## config.mk

```make
export PLATFORM = sky130hd
export DESIGN_NAME = gmii_rx_frame_gen_flat
export DESIGN_NICKNAME = d
export VERILOG_FILES = /design/src/rtl/gmii_rx_frame_gen_if.sv /design/src/rtl/gmii_rx_frame_gen.sv /design/src/flat_wrapper.sv
export SDC_FILE = /design/constraint.sdc
export NUM_CORES = 1
export LEC_CHECK = 0
export CAP_MARGIN = 20
export CORE_ASPECT_RATIO = 0.8
export CORE_MARGIN = 2
export CORE_UTILIZATION = 30
export DETAILED_ROUTE_END_ITERATION = 16
export GPL_TIMING_DRIVEN = 0
export HOLD_SLACK_MARGIN = 0.15
export PLACE_DENSITY_LB_ADDON = 0.3
export SLEW_MARGIN = 5
export SYNTH_ARGS = -nofsm -noshare
export SYNTH_HDL_FRONTEND = slang
export SYNTH_SLANG_ARGS = --single-unit
```

## constraint.sdc

```tcl
create_clock -name lclk -period 6.8 [get_ports lclk]
set_input_delay 1.36 -clock lclk [delete_from_list [all_inputs] [get_ports lclk]]
set_output_delay 1.36 -clock lclk [all_outputs]
set_load 0.02 [all_outputs]
```

## src/rtl/gmii_rx_frame_gen_if.sv

```systemverilog
// Configuration, GMII and status bundle for the RX frame generator.
// master = generator side, slave = controller / GMII consumer side.
interface gmii_rx_frame_gen_if #(
  parameter int LEN_W = 14,
  parameter int CNT_W = 16
);
  logic             cfg_start;
  logic             cfg_stop;
  logic [LEN_W-1:0] cfg_len;
  logic [7:0]       cfg_seed;
  logic [CNT_W-1:0] cfg_count;
  logic [7:0]       cfg_ifg;
  logic [1:0]       cfg_err_mode;
  logic [7:0]       gmii_rxd;
  logic             gmii_rx_dv;
  logic             gmii_rx_er;
  logic             busy;
  logic             done;
  logic [CNT_W-1:0] frame_cnt;

  modport master (
    input  cfg_start, cfg_stop, cfg_len, cfg_seed, cfg_count, cfg_ifg, cfg_err_mode,
    output gmii_rxd, gmii_rx_dv, gmii_rx_er, busy, done, frame_cnt
  );

  modport slave (
    output cfg_start, cfg_stop, cfg_len, cfg_seed, cfg_count, cfg_ifg, cfg_err_mode,
    input  gmii_rxd, gmii_rx_dv, gmii_rx_er, busy, done, frame_cnt
  );
endinterface

```

## src/rtl/gmii_rx_frame_gen.sv

```systemverilog
// GMII receive-side frame generator: preamble, SFD, incrementing payload, CRC-32 FCS and IFG,
// with burst count, continuous mode, stop request and error injection.
module gmii_rx_frame_gen #(
  parameter int PREAMBLE_LEN = 7,
  parameter int LEN_W        = 14,
  parameter int CNT_W        = 16,
  parameter int IFG_MIN      = 12,
  parameter int ERR_POS      = 20
) (
  input  logic               lclk,
  input  logic               rst,
  gmii_rx_frame_gen_if.master bus
);
  // state | meaning
  // IDLE  | waiting for cfg_start, outputs at idle values
  // PRE   | preamble bytes 0x55
  // SFD   | start-of-frame delimiter 0xD5
  // DATA  | seeded incrementing payload
  // FCS   | four CRC-32 bytes, LSB first
  // IFG   | inter-frame gap, then next frame or IDLE
  localparam logic [2:0] S_IDLE = 3'd0;
  localparam logic [2:0] S_PRE  = 3'd1;
  localparam logic [2:0] S_SFD  = 3'd2;
  localparam logic [2:0] S_DATA = 3'd3;
  localparam logic [2:0] S_FCS  = 3'd4;
  localparam logic [2:0] S_IFG  = 3'd5;

  localparam int CW = (LEN_W > 8) ? LEN_W : 8;

  function automatic logic [31:0] crc_byte(input logic [31:0] c, input logic [7:0] d);
    logic [31:0] r;
    r = c ^ {24'h0, d};
    for (int b = 0; b < 8; b++) begin
      r = {1'b0, r[31:1]} ^ (r[0] ? 32'hEDB88320 : 32'h0);
    end
    return r;
  endfunction

  logic [2:0]       state_q, state_d;
  logic [CW-1:0]    cnt_q, cnt_d;
  logic [LEN_W-1:0] len_q, len_d;
  logic [7:0]       ifg_q, ifg_d;
  logic [7:0]       seed_q, seed_d;
  logic [CNT_W-1:0] count_q, count_d;
  logic [1:0]       mode_q, mode_d;
  logic             stop_q, stop_d;
  logic [7:0]       data_q, data_d;
  logic [LEN_W-1:0] didx_q, didx_d;
  logic [31:0]      crc_q, crc_d;
  logic [CNT_W-1:0] frame_cnt_q, frame_cnt_d;
  logic [7:0]       rxd_q, rxd_d;
  logic             dv_q, dv_d;
  logic             er_q, er_d;
  logic             busy_q, busy_d;
  logic             done_q, done_d;

  logic [LEN_W-1:0] nbytes;
  logic [CW-1:0]    ifg_load;

  assign nbytes   = (mode_q == 2'd3) ? (len_q >> 1) : len_q;
  assign ifg_load = CW'(ifg_q) - CW'(1);

  always_comb begin
    state_d     = state_q;
    cnt_d       = cnt_q;
    len_d       = len_q;
    ifg_d       = ifg_q;
    seed_d      = seed_q;
    count_d     = count_q;
    mode_d      = mode_q;
    stop_d      = stop_q;
    data_d      = data_q;
    didx_d      = didx_q;
    crc_d       = crc_q;
    frame_cnt_d = frame_cnt_q;

    if (state_q != S_IDLE && bus.cfg_stop) stop_d = 1'b1;

    case (state_q)
      S_IDLE: begin
        if (bus.cfg_start) begin
          state_d     = S_PRE;
          cnt_d       = CW'(PREAMBLE_LEN - 1);
          len_d       = (bus.cfg_len == '0) ? LEN_W'(1) : bus.cfg_len;
          ifg_d       = (bus.cfg_ifg < 8'(IFG_MIN)) ? 8'(IFG_MIN) : bus.cfg_ifg;
          seed_d      = bus.cfg_seed;
          count_d     = bus.cfg_count;
          mode_d      = bus.cfg_err_mode;
          stop_d      = 1'b0;
          data_d      = bus.cfg_seed;
          didx_d      = '0;
          crc_d       = 32'hFFFFFFFF;
          frame_cnt_d = '0;
        end
      end
      S_PRE: begin
        if (cnt_q == '0) state_d = S_SFD;
        else             cnt_d   = cnt_q - CW'(1);
      end
      S_SFD: begin
        // truncation of a one-byte frame leaves no payload at all
        if (nbytes == '0) begin
          state_d     = S_IFG;
          cnt_d       = ifg_load;
          frame_cnt_d = frame_cnt_q + CNT_W'(1);
        end else begin
          state_d = S_DATA;
          cnt_d   = CW'(nbytes - LEN_W'(1));
        end
      end
      S_DATA: begin
        data_d = data_q + 8'd1;
        didx_d = didx_q + LEN_W'(1);
        crc_d  = crc_byte(crc_q, data_q);
        if (cnt_q == '0) begin
          if (mode_q == 2'd3) begin
            state_d     = S_IFG;
            cnt_d       = ifg_load;
            frame_cnt_d = frame_cnt_q + CNT_W'(1);
          end else begin
            state_d = S_FCS;
            cnt_d   = CW'(3);
          end
        end else begin
          cnt_d = cnt_q - CW'(1);
        end
      end
      S_FCS: begin
        crc_d = {8'h00, crc_q[31:8]};
        if (cnt_q == '0) begin
          state_d     = S_IFG;
          cnt_d       = ifg_load;
          frame_cnt_d = frame_cnt_q + CNT_W'(1);
        end else begin
          cnt_d = cnt_q - CW'(1);
        end
      end
      S_IFG: begin
        if (cnt_q == '0) begin
          if ((count_q != '0 && frame_cnt_q == count_q) || stop_q || bus.cfg_stop) begin
            state_d = S_IDLE;
          end else begin
            state_d = S_PRE;
            cnt_d   = CW'(PREAMBLE_LEN - 1);
            data_d  = seed_q;
            didx_d  = '0;
            crc_d   = 32'hFFFFFFFF;
          end
        end else begin
          cnt_d = cnt_q - CW'(1);
        end
      end
      default: state_d = S_IDLE;
    endcase
  end

  // GMII outputs are registered from the current state, so they trail it by one cycle
  always_comb begin
    rxd_d  = 8'h07;
    dv_d   = 1'b0;
    er_d   = 1'b0;
    busy_d = (state_q != S_IDLE);
    done_d = (state_q == S_IDLE) && busy_q;
    case (state_q)
      S_PRE: begin
        rxd_d = 8'h55;
        dv_d  = 1'b1;
      end
      S_SFD: begin
        rxd_d = 8'hD5;
        dv_d  = 1'b1;
      end
      S_DATA: begin
        rxd_d = data_q;
        dv_d  = 1'b1;
        er_d  = (mode_q == 2'd2) && (didx_q == LEN_W'(ERR_POS));
      end
      S_FCS: begin
        rxd_d = ((mode_q == 2'd1) && (cnt_q == '0)) ? crc_q[7:0] : ~crc_q[7:0];
        dv_d  = 1'b1;
      end
      default: ;
    endcase
  end

  always_ff @(posedge lclk or posedge rst) begin
    if (rst) begin
      state_q     <= S_IDLE;
      cnt_q       <= '0;
      len_q       <= '0;
      ifg_q       <= '0;
      seed_q      <= '0;
      count_q     <= '0;
      mode_q      <= '0;
      stop_q      <= 1'b0;
      data_q      <= '0;
      didx_q      <= '0;
      crc_q       <= 32'hFFFFFFFF;
      frame_cnt_q <= '0;
      rxd_q       <= 8'h07;
      dv_q        <= 1'b0;
      er_q        <= 1'b0;
      busy_q      <= 1'b0;
      done_q      <= 1'b0;
    end else begin
      state_q     <= state_d;
      cnt_q       <= cnt_d;
      len_q       <= len_d;
      ifg_q       <= ifg_d;
      seed_q      <= seed_d;
      count_q     <= count_d;
      mode_q      <= mode_d;
      stop_q      <= stop_d;
      data_q      <= data_d;
      didx_q      <= didx_d;
      crc_q       <= crc_d;
      frame_cnt_q <= frame_cnt_d;
      rxd_q       <= rxd_d;
      dv_q        <= dv_d;
      er_q        <= er_d;
      busy_q      <= busy_d;
      done_q      <= done_d;
    end
  end

  assign bus.gmii_rxd   = rxd_q;
  assign bus.gmii_rx_dv = dv_q;
  assign bus.gmii_rx_er = er_q;
  assign bus.busy       = busy_q;
  assign bus.done       = done_q;
  assign bus.frame_cnt  = frame_cnt_q;
endmodule

```

## src/flat_wrapper.sv

```systemverilog
// flat-port wrapper written by rule: the top's interface ports become plain ports
module gmii_rx_frame_gen_flat 
#(
  parameter int PREAMBLE_LEN = 7,
  parameter int LEN_W        = 14,
  parameter int CNT_W        = 16,
  parameter int IFG_MIN      = 12,
  parameter int ERR_POS      = 20
)
  (lclk, rst, bus_cfg_start, bus_cfg_stop, bus_cfg_len, bus_cfg_seed, bus_cfg_count, bus_cfg_ifg, bus_cfg_err_mode, bus_gmii_rxd, bus_gmii_rx_dv, bus_gmii_rx_er, bus_busy, bus_done, bus_frame_cnt);
  gmii_rx_frame_gen_if #(.LEN_W(LEN_W), .CNT_W(CNT_W)) bus_i ();
  input  logic lclk;
  input  logic rst;
  input wire logic [$bits(bus_i.cfg_start)-1:0] bus_cfg_start;
  input wire logic [$bits(bus_i.cfg_stop)-1:0] bus_cfg_stop;
  input wire logic [$bits(bus_i.cfg_len)-1:0] bus_cfg_len;
  input wire logic [$bits(bus_i.cfg_seed)-1:0] bus_cfg_seed;
  input wire logic [$bits(bus_i.cfg_count)-1:0] bus_cfg_count;
  input wire logic [$bits(bus_i.cfg_ifg)-1:0] bus_cfg_ifg;
  input wire logic [$bits(bus_i.cfg_err_mode)-1:0] bus_cfg_err_mode;
  output wire logic [$bits(bus_i.gmii_rxd)-1:0] bus_gmii_rxd;
  output wire logic [$bits(bus_i.gmii_rx_dv)-1:0] bus_gmii_rx_dv;
  output wire logic [$bits(bus_i.gmii_rx_er)-1:0] bus_gmii_rx_er;
  output wire logic [$bits(bus_i.busy)-1:0] bus_busy;
  output wire logic [$bits(bus_i.done)-1:0] bus_done;
  output wire logic [$bits(bus_i.frame_cnt)-1:0] bus_frame_cnt;
  assign bus_i.cfg_start = bus_cfg_start;
  assign bus_i.cfg_stop = bus_cfg_stop;
  assign bus_i.cfg_len = bus_cfg_len;
  assign bus_i.cfg_seed = bus_cfg_seed;
  assign bus_i.cfg_count = bus_cfg_count;
  assign bus_i.cfg_ifg = bus_cfg_ifg;
  assign bus_i.cfg_err_mode = bus_cfg_err_mode;
  assign bus_gmii_rxd = bus_i.gmii_rxd;
  assign bus_gmii_rx_dv = bus_i.gmii_rx_dv;
  assign bus_gmii_rx_er = bus_i.gmii_rx_er;
  assign bus_busy = bus_i.busy;
  assign bus_done = bus_i.done;
  assign bus_frame_cnt = bus_i.frame_cnt;
  gmii_rx_frame_gen #(.PREAMBLE_LEN(PREAMBLE_LEN), .LEN_W(LEN_W), .CNT_W(CNT_W), .IFG_MIN(IFG_MIN), .ERR_POS(ERR_POS)) u_core (.lclk(lclk), .rst(rst), .bus(bus_i));
endmodule
```

# ---- Word-level counts from Yosys, hierarchy flattened
# Cells that the tools add are included.
dict set report totals {
  regBits 148
  input_bits 52
  output_inout_bits 28
  elab_cells 132
}
dict set report classes {
  add_sub_neg 6
  n_lt_le_gt_ge 1
  eq_ne 20
  mux 54
  n_bitwise 10
  reduce_logical 24
}
# op count
set op_table {}
lappend op_table {{2-to-1 mux 32 bit} 11}
lappend op_table {{bitwise XOR 31 x 32 -> 32 bit} 8}
lappend op_table {{2-to-1 mux 14 bit} 13}
lappend op_table {{case mux 32 bit (4 select lines)} 1}
lappend op_table {{case mux 14 bit (6 select lines)} 1}
lappend op_table {{2-to-1 mux 16 bit} 5}
lappend op_table {{case mux 16 bit (4 select lines)} 1}
lappend op_table {{logical NOT 14 bit} 3}
lappend op_table {{case mux 14 bit (3 select lines)} 1}
lappend op_table {{2-to-1 mux 8 bit} 5}
lappend op_table {{case mux 8 bit (4 select lines)} 1}
lappend op_table {{bitwise XOR 32 x 8 -> 32 bit} 1}
lappend op_table {{subtractor 14 x 1 -> 14 bit, second input constant} 2}
lappend op_table {{case mux 8 bit (3 select lines)} 1}
lappend op_table {{2-to-1 mux 3 bit} 6}
lappend op_table {{case mux 3 bit (6 select lines)} 1}
lappend op_table {{adder 16 x 1 -> 16 bit, second input constant} 1}
lappend op_table {{== test 16 bit} 1}
lappend op_table {{nonzero test 16 bit} 1}
lappend op_table {{adder 14 x 1 -> 14 bit, second input constant} 1}
lappend op_table {{== test 14 x 5 -> 1 bit, second input constant} 1}
lappend op_table {{inequality test 2 x 1 -> 1 bit, second input constant} 6}
lappend op_table {{AND reduction 4 bit} 3}
lappend op_table {{subtractor 8 x 1 -> 9 bit, second input constant} 1}
lappend op_table {{other kinds (21)} 39}

# ---- Longest topological paths before layout
# Gate-level depths: netlist of run 1.
dict set report depth {
  depth_word 18
  ltp_mapped 10
  ltp_nobuf 9
}

# ---- Least setup slack after synthesis of run 1
# Ideal clock, no wire load.
dict set report synth_timing {
  path_kind {input to register}
  start {input bus_cfg_stop}
  end {register u_core.didx_q[7]}
  setup_time_ns 0.132
  arrival_time_ns 2.604
  required_time_ns 6.668
  setup_slack_ns 4.063
  cell_stages 5
  path_buffers 1
  cell_sequence {a311oi_1 -> a311oi_1 -> clkbuf_1 -> o21ai_0 -> o31ai_1}
}
dict set report synth_between {
  elab_chain_cells 3
}
# element line_no
set synth_rtl {}
lappend synth_rtl {{from (decl)} flat_wrapper.sv:15} ;# input wire logic [$bits(bus_i.cfg_stop)-1:0] bus_cfg_stop;
lappend synth_rtl {{logical OR 1 bit} gmii_rx_frame_gen.sv:140} ;# if ((count_q != '0 && frame_cnt_q == count_q) || stop_q || bus.cfg_stop) begin
lappend synth_rtl {{inequality test 2 bit (no source line)} n/a}
lappend synth_rtl {{AND reduction 4 bit (no source line)} n/a}
lappend synth_rtl {{to (signal assigned)} gmii_rx_frame_gen.sv:215} ;# didx_q <= didx_d;
lappend synth_rtl {{to (decl)} gmii_rx_frame_gen.sv:48} ;# logic [LEN_W-1:0] didx_q, didx_d;
# No other way between the ends.
# A chain may end at the register's enable or synchronous reset.

# ---- Final worst setup path of run 1
dict set report layout_timing {
  start {input bus_cfg_start}
  end {register u_core.didx_q[7]}
}
dict set report layout_between {
  elab_chain_cells 2
}
# element line_no
set layout_rtl {}
lappend layout_rtl {{from (decl)} flat_wrapper.sv:14} ;# input wire logic [$bits(bus_i.cfg_start)-1:0] bus_cfg_start;
lappend layout_rtl {{inequality test 2 bit (no source line)} n/a}
lappend layout_rtl {{AND reduction 4 bit (no source line)} n/a}
# No other way between the ends.

==> results by group, run 1 <==
Yosys
  • Top post-synthesis cells by area: dfrtp_1 32%, dfstp_2 10%, nand2_1 7.9%, xnor2_1 6.2%, o21ai_0 4.0%
  • Most instantiated cells after synthesis: 188 x nand2_1, 113 x dfrtp_1, 71 x o21ai_0
  • Flops & latches, synth: 148
  • Syn_nets: 1076
  • Post-Syn Instances: 1017
  • Seq/Total Area, Yosys: 42.20%
  • Share of flip-flops with an asynchronous set or reset: 100.0%
  • Avg Synthesized Cell Area: 8.731 sq um
  • Count leader, synth: nand2_1
  • EDFF count, synth: 0
  • Top cell type's share of synthesized area: 31.84%
  • Yosys top cell by area: dfrtp_1
  • Warnings from Yosys: 0
  • Prevailing post-synth register cell: dfrtp_1
  • Post-synth cell types: 74
  • Cell Area, Synth: 0.008880 sq mm

Power
  • Clock power frac: between 10% and 20%
  • Sw Pwr: 0.002418 W
  • Max IR drop VDD: 0.2986 mV
  • Switching share of power: 44.67%
  • Leakage: 4.314 nW
  • Cell Int Power: 0.002995 W
  • Pwr Density: 503.2 mW/mm^2
  • Seq pwr share: between 30% and 40%
  • Combinational Power Share: ~52%
  • Design Power: 0.005413 W

Status
  • Run status: completed

Timing
  • Max Slew Vio Count: 0
  • # setup viols final: 0
  • F_max: 0.2903 GHz
  • Worst clock skew: 15.49 ps
  • Tightest Pin Transition: between 1000 and 1500 ps
  • Crit path time final: 3445 ps
  • Period Utilization, post-route: 50.66%
  • Final Hold Fails: 0
  • Worst setup margin: around 3400 ps
  • RSZ-0062 raised after global routing: false
  • Slew HR: 26.62%

Global routing
  • GRT busiest layer: met2
  • First-pass GRT wire length: about 43000 microns
  • Overflow after GRT: 0
  • Vias in the first global route: between 7000 and 8000
  • GR met3 Demand/Resource: 3.451%
  • Met2 GRT Util: 26.80%
  • Initial antenna violation count: 0
  • GRT Overall Usage: 17.71%
  • Largest net degree at the start of global routing: 88
  • Met1 usage: 26.07%

CTS
  • Root Buffer: clkbuf_16
  • Post_cts resized: 0
  • CTS tree: done
  • CTS clock-pin slew for the worst setup and hold paths: around 60 ps
  • Clock tree buffer depth: 2
  • Setup Buffers After CTS: 0
  • Clock Sinks: 148
  • H-tree depth: 4
  • Worst-skew pair later-pin latency: 440 ps
  • Total CTS buffers: 17
  • CTS hold repair buffers: 0

Setup path
  • CP Capture Type: register
  • Data arrival, critical path: 3780 ps
  • Critical Path Most Common Cell: clkbuf_1
  • Critical Path RT: 7130 ps
  • Critical path startpoint category: input port
  • Max stage delay on crit path: 720 ps
  • WS Path Type: input port to register
  • Cell chain of the critical path: clkdlybuf4s50_1 -> and2_1 -> clkbuf_1 -> a311oi_1 -> clkbuf_1 -> o21ai_0 -> o31ai_1
  • Worst path slowest cell: a311oi_1
  • Critical-path maximum fanout: 10

Finish
  • Util after Layout: 36.82%
  • Fin nets: 1177
  • Share of cells above drive strength 1: 10.26%
  • Ant diodes: 0
  • Area Growth Syn to Fin: 21.16%

Detailed routing
  • Post-route ant nets: 0
  • Via density: 5.320
  • Drt first-iter violations: approximately 620
  • Via Count: ~8000
  • Drt pass-1 iters: 5
  • WL/cell: 17.77 microns
  • Detailed Route WL: 26790 microns
  • Post-route DRC: 0

Flow run
  • Max-cap violations: 0

Placement
  • Post-DP HPWL: 19380 microns
  • Post-place setup slack: 2866 ps
  • Routability Congestion: 0.8454
  • PortBufs: 79

Hold path
  • Worst Hold Class: register to register

Die
  • I/O pin cnt: 80
  • Die Y: 157.9 microns
  • Core area: 0.02922 sq mm
  • Die Area: 0.03100 sq mm
  • # rows: 56
  • Die width: 196.4 microns
  • Initial Util: between 30% and 40%
==> layout make-up <==
cell class	count	area, sq um
plain buffers	59	299.0
inverters	22	90.09
repair buffers	82	827.0
clock buffers	18	429.2
multi-input cells	788	4751
clock inverters	14	143.9
flip-flops and latches	148	3747
fillers	2974	18460
well taps	377	471.7
==> power by group through the flow <==
| stage | logic [W] | registers (W) | clock network (W) |
|---|---|---|---|
| floorplan | 0.00215 | 0.00156 | 0 |
| global placement | 0.00275 | 0.00165 | 0 |
| detailed placement | 0.00279 | 0.00166 | 0 |
| finish | 0.00283 | 0.00165 | 0.000937 |
| global route | 0.00313 | 0.00170 | 0.000991 |
| CTS | 0.00281 | 0.00165 | 0.000956 |
==> sequential cells by signal (all words and copies together) (netlist names), 2 cells and up <==
signal                count
u_core.crc_q             32
u_core.ifg_q              8
u_core.bus.frame_cnt     16
u_core.cnt_q             14
u_core.state_q            3
u_core.data_q             8
u_core.mode_q             2
u_core.bus.gmii_rxd       8
u_core.len_q             14
u_core.count_q           16
u_core.didx_q            14
u_core.seed_q             8
==> kinds of logic after synthesis <==
kind of cell	count (synthesis)	share of synthesized area, %
and+or+nand+nor	410	22.08
AOI/OAI and AO/OA	271	20.42
DFF	148	42.20
xor gates and xnor gates	97	9.652
buffers and inverters	81	4.298
adders and majority gates	7	0.9863
muxes	3	0.3663
==> worst max-delay path: cells and delay by family <==
family	cells	cell delay [ps]
AOI/OAI and AO/OA	3	970
and+or+nand+nor	1	220
buffers and inverters	3	1220
==> per-stage QoR <==
step | TNS, ps | instances | hold slack [ps] | area [sq um]
floorplan | 0 | 1017 | 438.0 | 8880
global placement | -97780 | 1473 | 464.8 | 10140
detailed placement | 0 | 1475 | 474.5 | 10180
CTS | 0 | 1507 | 491.6 | 10750
global route | 0 | 1508 | 521.0 | 10760
finish | 0 | 1508 | 493.0 | 10760
==> worst paths after layout <==
check | cells after the start | start | to | slack [ps]
worst min-delay path | 2 | u_core.crc_q[20]$_DFFE_PP1P_ | u_core.crc_q[12]$_DFFE_PP1P_ | 490
max in group asynchronous | 3 | rst | u_core.data_q[3]$_DFFE_PP0P_ | 4620
min in group asynchronous | 2 | rst | u_core.cnt_q[9]$_DFFE_PP0P_ | 1360
worst min register to register | 2 | u_core.crc_q[20]$_DFFE_PP1P_ | u_core.crc_q[12]$_DFFE_PP1P_ | 490
worst max-delay path | 7 | bus_cfg_start | u_core.didx_q[7]$_DFFE_PP0P_ | 3360
worst max register to register | 8 | u_core.mode_q[1]$_DFFE_PP0P_ | u_core.cnt_q[8]$_DFFE_PP0P_ | 3640
==> cells in the final DEF (no fill, tap or decap), types with 22 or more instances in the layout <==
cell type        instances
a21oi_1                 64
clkbuf_1                44
clkdlybuf4s50_1         79
dfrtp_1                113
dfstp_2                 35
nand2_1                188
nand2b_1                22
nand3_1                 33
nor2_1                  67
o21ai_0                 71
xnor2_1                 63
xor2_1                  33
==> metal layers <==
metal | wire length [microns] | part of all wire, % | vias to the layer above
met5 | 0 | 0 | -
met4 | 210 | 0.78 | 0
met3 | 1540 | 5.7 | 21
met2 | 11570 | 43 | 262
met1 | 13470 | 50 | 3915
li1 | - | - | 3825
No activity file was read; power rests on OpenSTA's default activity.
==> run 2: changes to the inputs <==
Clock period 6.8 ns to 3.4 ns, I/O delays scaled along.
==> run 2 against run 1 <==
Register-to-register slack got worse by 3200 ps; sequential share of layout area shrank 0.22 points; routed wire length up 0.13%; final area rose by 0.64%; largest power group unchanged; critical path type is now register to register; sequential power up 99%.
==> results by group, run 2 (synthesis gave the netlist of run 1 again) <==
Detailed routing
  • Via Count: 8007 (-0.20%)
  • Max layer used: met4
  • Post-route DRC: 0 (unchanged)
  • WL met2: 11410 microns (-1.4%)
  • Routed wl met3: 1545 microns (+0.32%)
  • WL/cell: 17.75 microns (about the same)
  • M1 WL: 13560 microns (+0.68%)
  • Drt pass-1 iters: 5 (unchanged)
  • Via density: 5.299 (-0.40%)
  • Post-route ant nets: 0 (unchanged)
  • Detailed Route WL: 26830 microns (+0.13%)
  • Drt first-iter violations: 669 (+7.7%)

CTS
  • Root Buffer: clkbuf_16
  • Post_cts resized: 0 (unchanged)
  • Clock tree buffer depth: 2 (unchanged)
  • Total CTS buffers: 17 (unchanged)
  • CTS clock-pin slew for the worst setup and hold paths: 70 ps (about the same)
  • CTS hold repair buffers: 0 (unchanged)
  • H-tree depth: 4 (unchanged)
  • Worst-skew pair later-pin latency: 430 ps (about the same)
  • CTS tree: done
  • Clock Sinks: 148 (unchanged)
  • Setup Buffers After CTS: 0 (unchanged)

Global routing
  • GRT Overall Usage: 17.64% (-0.074 points)
  • Vias in the first global route: 7552 (-2.5%)
  • Largest net degree at the start of global routing: 39 (-56%)
  • First-pass GRT wire length: 42750 microns (-1.0%)
  • Initial antenna violation count: 0 (unchanged)
  • Overflow after GRT: 0 (unchanged)

Finish
  • Final Cell Area: 0.01083 sq mm (+0.64%)
  • Ant diodes: 0 (unchanged)
  • Area of the multi-input gates: 0.004751 sq mm (unchanged)
  • Fin nets: 1180 (+0.25%)
  • Largest register by flop count: u_core.crc_q
  • Most frequent cells in the layout: 188 x nand2_1, 113 x dfrtp_1, 79 x clkdlybuf4s50_1
  • Sequential standard cell area: 0.003747 sq mm (unchanged)
  • Area Growth Syn to Fin: 21.94%
  • Share of cells above drive strength 1: 10.49% (+0.24 points)
  • Leading cell type in the layout, fill and taps excluded: nand2_1
  • Fillers: 2974 (unchanged)
  • Max reg flops: 32 (unchanged)

Timing
  • Crit path time final: about 3000 ps
  • RSZ-0062 raised after global routing: false
  • Worst clock skew: 12.50 ps (-2.991 ps)
  • F_max: 0.3335 GHz
  • Worst setup margin: 401.7 ps (-2954 ps)
  • Slew HR: 30.25% (+3.6 points)
  • Final Hold Fails: 0 (unchanged)
  • Final Hold Slack: 480.8 ps (-12.19 ps)
  • Max Slew Vio Count: 0 (unchanged)
  • Tightest Pin Transition: 1040 ps (-54.16 ps)
  • # setup viols final: 0 (unchanged)
  • Period Utilization, post-route: 88.19%

Die
  • Die Area: 0.03100 sq mm (unchanged)
  • Die width: 196.4 microns (unchanged)
  • # rows: 56 (unchanged)
  • Core area: 0.02922 sq mm (unchanged)
  • Die Y: 157.9 microns (unchanged)
  • I/O pin cnt: 80 (unchanged)
  • Initial Util: 30.39% (unchanged)

Placement
  • Post-DP HPWL: 19450 microns (+0.34%)
  • Post-place setup slack: 105.6 ps (-2760 ps)
  • DP Area: 0.01023 sq mm (+0.48%)
  • Routability Congestion: 0.8639 (+2.2%)
  • PortBufs: 79 (unchanged)

Hold path
  • Hold Crit Depth: 2 (unchanged)
  • Worst Hold Class: register to register
  • Hold Path Sink: u_core.seed_q[4]$_DFFE_PP0P_
  • Hold path start: u_core.seed_q[4]$_DFFE_PP0P_

Power
  • Leakage: 4.341 nW (+0.61%)
  • Pwr Density: 1007 mW/mm^2 (+100%)
  • Max IR drop VDD: 0.6053 mV (+100%)

Setup path
  • Worst path slowest cell: a211oi_1
  • Crit path from: u_core.mode_q[1]$_DFFE_PP0P_
  • Critical path startpoint category: register
  • FF-to-FF path depth: 8 (unchanged)
  • WS Path Type: register to register
  • Critical-path maximum fanout: 8 (-2)
  • Max stage delay on crit path: 860 ps (+140 ps)
  • Worst r2r src: u_core.mode_q[1]$_DFFE_PP0P_
  • Register-to-Register Setup Slack: 400 ps (-3240 ps)
  • CP Capture Type: register
  • Critical Path RT: 3710 ps (-3420 ps)
  • Crit Reg-Reg Endpoint: u_core.cnt_q[12]$_DFFE_PP0P_
  • Data arrival, critical path: 3310 ps (-470 ps)
  • Cell chain of the critical path: and2_1 -> clkbuf_1 -> and4_1 -> o41a_1 -> a211oi_1 -> inv_1 -> a31oi_1 -> o22ai_1

Flow run
  • Max-cap violations: 0 (unchanged)

Status
  • Run status: completed
## run 2: worst max-delay path by stage
| stage | endpoint | slack, ps | depth (start not counted) |
|---|---|---|---|
| after global placement | u_core.count_q[13]$_DFFE_PP0P_ | -570 | 2 |
| after floorplan | u_core.bus.busy$_DFF_PP0_ | 890 | 1 |
| after global routing | u_core.cnt_q[8]$_DFFE_PP0P_ | 230 | 8 |
| after CTS | u_core.didx_q[5]$_DFFE_PP0P_ | 110 | 7 |
| final | u_core.cnt_q[12]$_DFFE_PP0P_ | 400 | 8 |
| after detailed placement | u_core.didx_q[7]$_DFFE_PP0P_ | 110 | 6 |
## run 2: critical path: cells and delay by family, from the launching register on
kind / cells / cell delay [ps]
AOI/OAI and AO/OA: 4 / 1470
and+or+nand+nor: 2 / 450
buffers and inverters: 2 / 380
DFF: 1 / 580
## run 2: power breakdown
group	switching, W	internal [W]
Sequential	0.000717	0.00258
Combinational	0.00327	0.00239
Clock	0.000842	0.00110
Total	0.00483	0.00607
## run 2: stage by stage
step / power (W) / util (%) / TNS [ps] / cells
2_1_floorplan: 0.007429 / - / 0 / 1017
3_3_place_gp: 0.008804 / 34.73 / -63280 / 1473
3_5_place_dp: 0.008878 / 35.01 / 0 / 1478
4_1_cts: 0.01088 / 37.04 / 0 / 1510
5_1_grt: 0.01169 / 37.06 / 0 / 1511
6_report: 0.01090 / 37.06 / 0 / 1511
## run 2: layout make-up
| class | instances | share of cell area, % |
|---|---|---|
| Timing Repair Buffer | 85 | 8.123 |
| Clock buffer | 18 | 3.963 |
| Buffer | 59 | 2.762 |
| Tap cell | 377 | 4.356 |
| Multi-Input combinational cell | 788 | 43.88 |
| Inverter | 22 | 0.7973 |
| Clock inverter | 14 | 1.514 |
| Sequential cell | 148 | 34.61 |
## run 2: layer usage
metal	vias to the layer above	global-route usage, %
met5	-	0
met3	24	3.579
met2	214	25.97
met4	0	4.040
li1	3835	-
met1	3934	26.34
